`config.mk`:
```
export PLATFORM = sky130hd
export DESIGN_NAME = fc2_ctrl
export DESIGN_NICKNAME = d
export VERILOG_FILES = /design/src/rtl/fc2_ctrl.sv
export SDC_FILE = /design/constraint.sdc
export NUM_CORES = 1
export LEC_CHECK = 0
export CORE_MARGIN = 3
export CORE_UTILIZATION = 25
export DETAILED_ROUTE_END_ITERATION = 8
export PLACE_DENSITY = 0.5
export SYNTH_ARGS = -nofsm -noshare
export SYNTH_HDL_FRONTEND = slang
export SYNTH_SLANG_ARGS = --single-unit
```
`constraint.sdc`:
```
create_clock -name clk -period 5.2 [get_ports clk]
set_clock_uncertainty 0.2 [all_clocks]
set_input_delay 1.04 -clock clk [delete_from_list [all_inputs] [get_ports clk]]
set_output_delay 1.04 -clock clk [all_outputs]
set_load 0.03 [all_outputs]
```
`src/rtl/fc2_ctrl.sv`:
```
// FC2 layer sequencer: clears and feeds the MAC array, writes results, then drains N_OUT words downstream.
// Optional protocol error detection is built when FC2_CTRL_BUSY_ERR_EN is defined.
module fc2_ctrl #(
  parameter int N_IN   = 120,
  parameter int N_OUT  = 84,
  parameter int RD_LAT = 2
) (
  input  logic       clk,
  input  logic       rst_n,
  input  logic       start,
  input  logic       drain_ready,
  output logic       busy,
  output logic       done,
  output logic       f6_ren,
  output logic [6:0] f6_raddr,
  output logic [6:0] w_addr,
  output logic       mac_clr,
  output logic       mac_en,
  output logic       f7_wr_en,
  output logic [6:0] f7_raddr,
  output logic       out_valid,
  output logic       out_last,
  output logic       err
);

  typedef enum logic [3:0] {
    IDLE     = 4'd0,
    CLR      = 4'd1,
    ACC      = 4'd2,
    FLUSH    = 4'd3,
    WR       = 4'd4,
    WAIT_RDY = 4'd5,
    DRAIN    = 4'd6,
    TAIL     = 4'd7,
    DONE     = 4'd8
  } state_t;

  localparam int CW = $clog2(RD_LAT + 2);

  state_t              state_r;
  logic [CW-1:0]       cnt_r;
  logic                iss_r;
  logic [RD_LAT-1:0]   mac_dly_r;
  logic [RD_LAT-1:0]   val_dly_r;
  logic [RD_LAT-1:0]   last_dly_r;
  logic [RD_LAT:0]     mac_pipe_s;
  logic [RD_LAT:0]     val_pipe_s;
  logic [RD_LAT:0]     last_pipe_s;
  logic                last_src_s;

  // The weight ROM is addressed in lockstep with the input buffer.
  assign w_addr      = f6_raddr;
  assign last_src_s  = iss_r && (f7_raddr == 7'(N_OUT - 1));
  assign mac_pipe_s  = {mac_dly_r, f6_ren};
  assign val_pipe_s  = {val_dly_r, iss_r};
  assign last_pipe_s = {last_dly_r, last_src_s};
  assign mac_en      = mac_dly_r[RD_LAT-1];
  assign out_valid   = val_dly_r[RD_LAT-1];
  assign out_last    = last_dly_r[RD_LAT-1];

  // Sequencer state, counters and registered strobes.
  always_ff @(posedge clk or negedge rst_n) begin
    if (!rst_n) begin
      state_r  <= IDLE;
      cnt_r    <= '0;
      iss_r    <= 1'b0;
      busy     <= 1'b0;
      done     <= 1'b0;
      f6_ren   <= 1'b0;
      f6_raddr <= 7'd0;
      mac_clr  <= 1'b0;
      f7_wr_en <= 1'b0;
      f7_raddr <= 7'd0;
    end else begin
      case (state_r)
        IDLE: begin
          if (start) begin
            state_r <= CLR;
            mac_clr <= 1'b1;
            busy    <= 1'b1;
          end
        end
        CLR: begin
          state_r  <= ACC;
          mac_clr  <= 1'b0;
          f6_ren   <= 1'b1;
          f6_raddr <= 7'd0;
        end
        ACC: begin
          if (f6_raddr == 7'(N_IN - 1)) begin
            state_r <= FLUSH;
            f6_ren  <= 1'b0;
            cnt_r   <= '0;
          end else begin
            f6_raddr <= f6_raddr + 7'd1;
          end
        end
        FLUSH: begin
          // Wait for the last in-flight mac_en to land and register.
          if (cnt_r == CW'(RD_LAT)) begin
            state_r  <= WR;
            f7_wr_en <= 1'b1;
          end else begin
            cnt_r <= cnt_r + {{(CW-1){1'b0}}, 1'b1};
          end
        end
        WR: begin
          state_r  <= WAIT_RDY;
          f7_wr_en <= 1'b0;
        end
        WAIT_RDY: begin
          if (drain_ready) begin
            state_r  <= DRAIN;
            iss_r    <= 1'b1;
            f7_raddr <= 7'd0;
          end
        end
        DRAIN: begin
          if (f7_raddr == 7'(N_OUT - 1)) begin
            state_r <= TAIL;
            iss_r   <= 1'b0;
            cnt_r   <= '0;
          end else begin
            f7_raddr <= f7_raddr + 7'd1;
          end
        end
        TAIL: begin
          if (cnt_r == CW'(RD_LAT - 1)) begin
            state_r <= DONE;
            done    <= 1'b1;
            busy    <= 1'b0;
          end else begin
            cnt_r <= cnt_r + {{(CW-1){1'b0}}, 1'b1};
          end
        end
        DONE: begin
          state_r <= IDLE;
          done    <= 1'b0;
        end
        default: begin
          state_r  <= IDLE;
          busy     <= 1'b0;
          done     <= 1'b0;
          f6_ren   <= 1'b0;
          mac_clr  <= 1'b0;
          f7_wr_en <= 1'b0;
          iss_r    <= 1'b0;
        end
      endcase
    end
  end

  // Read-latency delay lines for accumulate enable and drain valid/last.
  always_ff @(posedge clk or negedge rst_n) begin
    if (!rst_n) begin
      mac_dly_r  <= '0;
      val_dly_r  <= '0;
      last_dly_r <= '0;
    end else begin
      mac_dly_r  <= mac_pipe_s[RD_LAT-1:0];
      val_dly_r  <= val_pipe_s[RD_LAT-1:0];
      last_dly_r <= last_pipe_s[RD_LAT-1:0];
    end
  end

`ifdef FC2_CTRL_BUSY_ERR_EN
  // Sticky flag: start while busy, or downstream withdrawing readiness mid-burst.
  always_ff @(posedge clk or negedge rst_n) begin
    if (!rst_n) begin
      err <= 1'b0;
    end else if ((start && busy) || (state_r == DRAIN && !drain_ready)) begin
      err <= 1'b1;
    end else begin
      err <= err;
    end
  end
`else
  assign err = 1'b0;
`endif

endmodule

```
==> After elaboration in Yosys (flattened, before gate mapping) <==
Index checks and enable logic that the tools add are counted.
{ "op_classes": {"add_sub_neg": 3, "mul": 0, "n_div": 0, "magnitude_cmp": 0, "eq_ne": 22, "shifts": 0, "n_mux": 30, "bitwise": 6, "reduce_logical": 21} }
{ "ops": {"columns": ["operator", "count"], "rows": [
  ["OR reduction 7 bit", 6],
  ["case mux 4 bit (8 select lines)", 1],
  ["case mux 7 bit (2 select lines)", 2],
  ["two-way mux 4 bit", 6],
  ["two-way mux 7 bit", 3],
  ["inequality test 2 bit, second input constant", 10],
  ["equality test 4 x 3 -> 1 bit, second input constant", 4],
  ["adder 7 x 1 -> 7 bit, second input constant", 2],
  ["equality test 7 bit, second input constant", 2],
  ["AND reduction 2 bit", 5],
  ["case mux 1 bit (3 select lines)", 3],
  ["AND reduction 3 bit", 3],
  ["equality test 4 x 2 -> 1 bit, second input constant", 2],
  ["two-way mux 2 bit", 4],
  ["case mux 2 bit (4 select lines)", 1],
  ["two-way mux 1 bit", 7],
  ["inverter 1 bit", 6],
  ["case mux 1 bit (2 select lines)", 3],
  ["AND reduction 6 bit", 1],
  ["AND reduction 5 bit", 1],
  ["equality test 4 x 1 -> 1 bit, second input constant", 1],
  ["equality test 4 bit, second input constant", 1],
  ["logical NOT 4 bit", 1],
  ["nonzero test 2 bit", 2],
  ["other kinds (5)", 5]
]} }
{ "word_totals": {"register_bits": 32, "latchBits": 0, "mem_bits_rw": 0, "romBits": 0, "input_bits": 4, "out_inout_bits": 30, "word_cells": 95, "n_memories": 0} }

==> Depth between registers and ports, before layout <==
Gate-level depths: netlist (run 1).
{ "depth": {"word_depth": 4, "ltp_mapped": 6} }

==> Worst setup path before layout (run 1) <==
OpenSTA, ideal clock, no wires.
{ "synth_timing": {"path_type": "register to output", "start": "reg f6_raddr[4]", "end": "out w_addr[4]", "arrival_time_ns": 0.785, "slack_ns": 3.175, "path_stages_with_launch": 2, "path_buffers": 1, "path_cell_list": "dfrtp_1 -> buf_4"} }
{ "synth_lines": {"columns": ["item", "line", "source"], "rows": [
  ["from (decl)", "15", "output logic [6:0] f6_raddr,"],
  ["from (signal assigned)", "95", "f6_raddr <= f6_raddr + 7'd1;"],
  ["to (decl)", "16", "output logic [6:0] w_addr,"]
]} }
No word-level cell between the ends.

==> Worst setup path in the final report (run 1) <==
{ "layout_timing": {"start": "reg f6_raddr[4]", "end": "out f6_raddr[4]"} }
No word-level cell between the ends.

==> metrics.md, run 1 <==
| Metric | Value |
|---|---|
| Hold WC Path Type | `flop to flop` |
| Final instance area | `0.00221 sq mm` |
| GPL Wtd Cong | `0.732` |
| Routed len/inst | `13.4 um` |
| Critical path required time | `3.96 ns` |
| Final setup fails | `0` |
| Core Region | `0.00683 sq mm` |
| Post-synthesis cell type count | `57` |
| Final ANT Viol Nets | `0` |
| Post-synth top cells | `32 x dfrtp_1, 15 x nor2_1, 10 x nand2_1` |
| Switching Share | `0.201` |
| Mean number of vias per cell | `4.65` |
| Most area-hungry cell type in the Yosys netlist | `dfrtp_1` |
| GRT Overall Usage | `0.0985` |
| N_diodes | `0` |
| Worst-case vdd ir drop | `0.0000735 V` |
| Die area | `0.00811 sq mm` |
| Remaining DRCs | `0` |
| Max Root-Sink Buffers | `2` |
| Syn Nets | `186` |
| CTS tree | `done` |
| IO Pins | `34` |
| CTS H-tree depth | `2` |
| Number of max-cap violations | `0` |
| XOR/XNOR Fraction of Synth Area | `0.0248` |
| Pwr per Cell Area | `203 mW/mm^2` |
| Detailed Route WL | `4010 um` |
| Final Util | `0.324` |
| Worst skew pair latency | `0.27 ns` |
| Worst setup margin | `2.53 ns` |
| Initial antenna violation count | `0` |
| Synth top area cells | `dfrtp_1 45%, buf_4 3.4%, nor2_1 3.2%` |
| Mux share of post-synthesis cell area | `0.0227` |
| Worst path cell trace | `clkdlybuf4s50_1` |
| Drt pass-1 iters | `4` |
| CP delay by family, top | `buffers and inverters` |
| Num CTS Buffers | `5` |
| Nets | `211` |
| Syn Area/Cell | `9.93 sq um` |
| First-pass GRT wire length | `6620 um` |
| Grt total ovfl | `0` |
| Clock Sinks | `32` |
| FP Rows | `30` |
| Internal | `0.359 mW` |
| RSZ-0062 raised after global routing | `false` |
| Die Y-Extent | `90.1 um` |
| Worst slew pin tran | `0.853 ns` |
| Seq cells post-synth | `32` |
| CP max FO | `7` |
| Adder-Cell Fraction of Synth Area | `0.0283` |
| Part of the power in the clock network | `0.426` |
| Min cycle time layout | `2.67 ns` |
| Yosys warns | `0` |
| Compound-Gate Fraction of Synth Area | `0.208` |
| CP peak stage delay | `0.71 ns` |
| Fraction of layout cells with a size suffix above 1 | `0.103` |
| Post-CTS Setup Inserts | `0` |
| FF/Latch Area | `801 sq um` |
| Pre-CTS setup slack | `2.66 ns` |
| Lkg Pwr | `0.896 nW` |
| Sequential power share | `0.553` |
| Initial core utilization | `0.259` |
| Count leader, synth | `dfrtp_1` |
| Port Buffers | `32` |
| EDFF count, synth | `0` |
| Comb power frac | `0.021` |
| Initial DRC Count | `122` |
| # fillers | `721` |
| Endpoints failing hold | `0` |
| Post_cts resized | `0` |
| Slew margin rel. | `0.432` |
| Setup crit start kind | `flop` |
| Hold Buf Count CTS | `0` |
| Sequential share of the synthesized area | `0.453` |
| Outcome | `completed` |
| CTS root buf | `clkbuf_8` |
| DIE WIDTH | `90.1 um` |
| Dpl hpwl | `2700 um` |
| Final Max Slew Viols | `0` |
| Mapped Area | `0.00177 sq mm` |
| Critical Setup Path Class | `flop to output port` |
| Placed inst area | `0.00212 sq mm` |
| Cells after Synth | `178` |
| Critical path endpoint category | `output port` |
| Number of global-route vias before repair | `1262` |
| Top cell type's share of synthesized area | `0.453` |
| Sum Neg Setup Slack | `0 ns` |
| Vias | `1396` |
| Post-synthesis async set-or-reset flop share | `1.00` |
| CP max stage cell | `clkdlybuf4s50_1` |
| Crit path DAT | `1.43 ns` |
| Net Sw Power | `0.0906 mW` |
| Largest family of logic cells by synthesized area | `compound AO/OA/AOI/OAI gates` |
| Multi-input gate area | `845 sq um` |
| Post-synthesis to final-layout area growth | `25.3%` |
| CP Buf/Inv Count | `1` |
| Pin count of the biggest net entering global routing | `33` |
| Ys flop type | `dfrtp_1` |
| Max Clk Rate | `0.374 GHz` |
| Synth Area in Simple Gates | `0.193` |
| Clk slew on worst S/H paths | `0.06 ns` |
| Fin crit share | `0.514` |
## layout by cell type (no fill, tap or decap), types with 3 or more instances in the layout
cell / n
ha_1: 4
a21oi_1: 9
xor2_1: 5
a31oi_1: 4
clkbuf_8: 6
nor4_1: 4
clkdlybuf4s50_1: 32
o211ai_1: 4
nor3_1: 5
nor2_1: 15
nand2_1: 10
dfrtp_1: 32
inv_1: 7
nand3_1: 7
a22o_1: 3
o21ai_0: 7
## area by class of cell
| cell class | instances | area share |
|---|---|---|
| Clock buffer | 8 | 0.0407 |
| Tap cell | 96 | 0.0543 |
| Inverter | 8 | 0.0136 |
| Timing Repair Buffer | 33 | 0.148 |
| Multi-Input combinational cell | 123 | 0.382 |
| Sequential cell | 32 | 0.362 |
## metrics by stage
step	total power [mW]	hold WS, ns	cells
after floorplan	0.256	0.131	178
after global placement	0.264	0.133	292
after detailed placement	0.264	0.136	292
after CTS	0.459	0.150	300
after global routing	0.472	0.152	300
final	0.450	0.148	300
## power by group through the flow
stage	Combinational, mW	Sequential [mW]	Clock, mW
3_5_place_dp	0.0101	0.254	0
2_1_floorplan	0.00198	0.254	0
6_report	0.00958	0.249	0.192
5_1_grt	0.0111	0.249	0.213
4_1_cts	0.0101	0.249	0.200
3_3_place_gp	0.0101	0.254	0
## cells by family after synthesis
group,Yosys count
simple gates,59
compound gates,51
buf+inv,23
fa+ha+maj,4
mux,3
other cells,1
xor+xnor,5
flops,32
## routing by layer
| layer | track usage | part of all wire |
|---|---|---|
| met4 | 0.0344 | 0.0090 |
| met1 | 0.145 | 0.50 |
| met2 | 0.138 | 0.46 |
| met5 | 0 | 0 |
| met3 | 0.0259 | 0.028 |
## state kept, by name (all words and copies together) (netlist names), 2 cells and up
signal	count
f6_raddr	7
mac_dly_r	2
last_dly_r	2
state_r	4
val_dly_r	2
cnt_r	2
f7_raddr	7
## worst paths after layout
path / endpoint / from / slack (ns) / cells after the start
min in group asynchronous: f7_raddr[3] / rst_n / 0.97 / 2
setup / recovery: f6_raddr[4] / f6_raddr[4] / 2.53 / 1
setup reg to reg: cnt_r[1] / state_r[1] / 2.81 / 4
hold reg to reg: val_dly_r[1] / val_dly_r[0] / 0.15 / 0
max in group asynchronous: last_dly_r[1] / rst_n / 3.51 / 2
hold / removal: val_dly_r[1] / val_dly_r[0] / 0.15 / 0
No activity file was read; power rests on OpenSTA's default activity.
==> inputs of run 2 (changes only) <==
--- a/config.mk
+++ b/config.mk
@@ -8,7 +8,7 @@
 export CORE_MARGIN = 3
 export CORE_UTILIZATION = 25
 export DETAILED_ROUTE_END_ITERATION = 8
-export PLACE_DENSITY = 0.5
+export PLACE_DENSITY = 0.52
 export SYNTH_ARGS = -nofsm -noshare
 export SYNTH_HDL_FRONTEND = slang
 export SYNTH_SLANG_ARGS = --single-unit
==> constraint.sdc (replaced) <==
create_clock -name clk -period 2.3 [get_ports clk]
set_clock_uncertainty 0.2 [all_clocks]
set_input_delay 0.46 -clock clk [delete_from_list [all_inputs] [get_ports clk]]
set_output_delay 0.46 -clock clk [all_outputs]
set_load 0.03 [all_outputs]
==> metrics.md, run 2 (synthesis results as in run 1) <==
| Metric | Value |
|---|---|
| Remaining DRCs | `0 (unchanged)` |
| Core Region | `0.00683 sq mm (unchanged)` |
| FF-to-FF setup slack | `0.27 ns (was 2.81 ns)` |
| Post-synthesis to final-layout area growth | `28.3% (was 25.3%)` |
| Final Max Slew Viols | `0 (unchanged)` |
| Initial antenna violation count | `0 (unchanged)` |
| Critical path depth | `1 (unchanged)` |
| Nets | `218 (was 211)` |
| # fillers | `741 (was 721)` |
| Lkg Pwr | `0.933 nW (was 0.896 nW)` |
| Critical Setup Path Class | `flop to output port (unchanged)` |
| Crit path DAT | `1.45 ns (was 1.43 ns)` |
| GRT Overall Usage | `0.110 (was 0.0985)` |
| Placed inst area | `0.00218 sq mm (was 0.00212 sq mm)` |
| DIE WIDTH | `90.1 um (unchanged)` |
| Grt total ovfl | `0 (unchanged)` |
| CTS tree | `done (unchanged)` |
| GPL Wtd Cong | `0.766 (was 0.732)` |
| Pwr per Cell Area | `455 mW/mm^2 (was 203 mW/mm^2)` |
| RR Startpoint | `cnt_r[1] (was state_r[1])` |
| Most frequent cells in the layout | `32 x dfrtp_1, 32 x clkdlybuf4s50_1, 15 x nor2_1 (unchanged)` |
| Critical path endpoint category | `output port (unchanged)` |
| CTS H-tree depth | `2 (unchanged)` |
| Setup crit start kind | `flop (unchanged)` |
| Dpl hpwl | `2860 um (was 2700 um)` |
| Initial core utilization | `0.259 (unchanged)` |
| Critical path origin | `f6_raddr[4] (unchanged)` |
| Die Y-Extent | `90.1 um (unchanged)` |
| CP delay by family, top | `buffers and inverters (unchanged)` |
| CP Buf/Inv Count | `1 (unchanged)` |
| Final instance area | `0.00227 sq mm (was 0.00221 sq mm)` |
| Post_cts resized | `0 (unchanged)` |
| Hold slack | `0.149 ns (was 0.148 ns)` |
| Max Root-Sink Buffers | `2 (unchanged)` |
| Final ANT Viol Nets | `0 (unchanged)` |
| Final setup fails | `0 (unchanged)` |
| Max Clk Rate | `0.474 GHz` |
| Pin count of the biggest net entering global routing | `33 (unchanged)` |
| Min cycle time layout | `2.11 ns` |
| Outcome | `completed (unchanged)` |
| Clk slew on worst S/H paths | `0.06 ns (about the same)` |
| CP endpoint | `f6_raddr[4] (unchanged)` |
| Critical path required time | `1.64 ns (was 3.96 ns)` |
| FP Rows | `30 (unchanged)` |
| Fin crit share | `0.917` |
| CP peak stage delay | `0.71 ns (about the same)` |
| Vias | `1447 (was 1396)` |
| First-pass GRT wire length | `7270 um (was 6620 um)` |
| CP max FO | `7 (unchanged)` |
| Clock Sinks | `32 (unchanged)` |
| Drt pass-1 iters | `4 (unchanged)` |
| Reg2Reg Depth | `6 (was 4)` |
| Detailed Route WL | `4090 um (was 4010 um)` |
| Port Buffers | `32 (unchanged)` |
| Worst R2R End | `cnt_r[1] (unchanged)` |
| Top flop regs | `f6_raddr (7), f7_raddr (7), state_r (4) (unchanged)` |
| Initial DRC Count | `55 (was 122)` |
| Hold Buf Count CTS | `0 (unchanged)` |
| Sum Neg Setup Slack | `0 ns (unchanged)` |
| Number of global-route vias before repair | `1427 (was 1262)` |
| IO Pins | `34 (unchanged)` |
| Endpoints failing hold | `0 (unchanged)` |
| N_diodes | `0 (unchanged)` |
| Die area | `0.00811 sq mm (unchanged)` |
| CTS root buf | `clkbuf_8 (unchanged)` |
| Worst path cell trace | `clkdlybuf4s50_1 (unchanged)` |
| Hold WC Path Type | `flop to flop (unchanged)` |
| RSZ-0062 raised after global routing | `false (unchanged)` |
| CP max stage cell | `clkdlybuf4s50_1 (unchanged)` |
| Worst skew pair latency | `0.28 ns (was 0.27 ns)` |
| Worst-case vdd ir drop | `0.000166 V (was 0.0000735 V)` |
| Routed len/inst | `13.3 um (was 13.4 um)` |
| Fraction of layout cells with a size suffix above 1 | `0.133 (was 0.103)` |
| Num CTS Buffers | `5 (unchanged)` |
| Post-CTS Setup Inserts | `0 (unchanged)` |
| Mean number of vias per cell | `4.71 (was 4.65)` |
| Number of max-cap violations | `0 (unchanged)` |
run 2: changes by cell type in the layout (fill, tap and decap cells not counted), sizes merged:
cell  before  now
buf        1    8
run 2: worst min path at each step:
stage                    endpoint          start  depth (start not counted)  slack, ns
floorplan                    busy          rst_n                          0      -0.04
global placement     mac_dly_r[1]   mac_dly_r[0]                          0       0.13
detailed placement  last_dly_r[1]  last_dly_r[0]                          0       0.13
CTS                 last_dly_r[1]  last_dly_r[0]                          0       0.15
global route         val_dly_r[1]   val_dly_r[0]                          0       0.16
finish               val_dly_r[1]   val_dly_r[0]                          0       0.15
run 2: through the flow:
step / power [mW] / worst slack, ns / util / instances
floorplan: 0.578 / 0.317 / - / 178
global placement: 0.596 / 0.295 / 0.318 / 299
detailed placement: 0.597 / 0.278 / 0.318 / 299
CTS: 1.06 / 0.165 / 0.332 / 307
global route: 1.08 / 0.131 / 0.332 / 307
finish: 1.03 / 0.190 / 0.332 / 307
run 2: area by class of cell:
class	instances	area (sq um)	area share
Tap cell	96	120	0.0530
Clock buffer	8	90.1	0.0398
Multi-Input combinational cell	123	845	0.373
Sequential cell	32	801	0.353
Inverter	8	30.0	0.0133
Timing Repair Buffer	40	380	0.168
run 2: per-layer routing:
metal  vias up  share of wire  track usage
met3         4          0.032       0.0301
met4         0          0.015       0.0497
met2        29           0.45        0.160
met1       695           0.50        0.152
met5         -              0            0
li1        719              -            -
run 2: where the power goes:
group	switching [mW]	internal, mW
sequential	0	0.563
combinational	0.0156	0.00605
clock	0.202	0.244
total	0.218	0.813
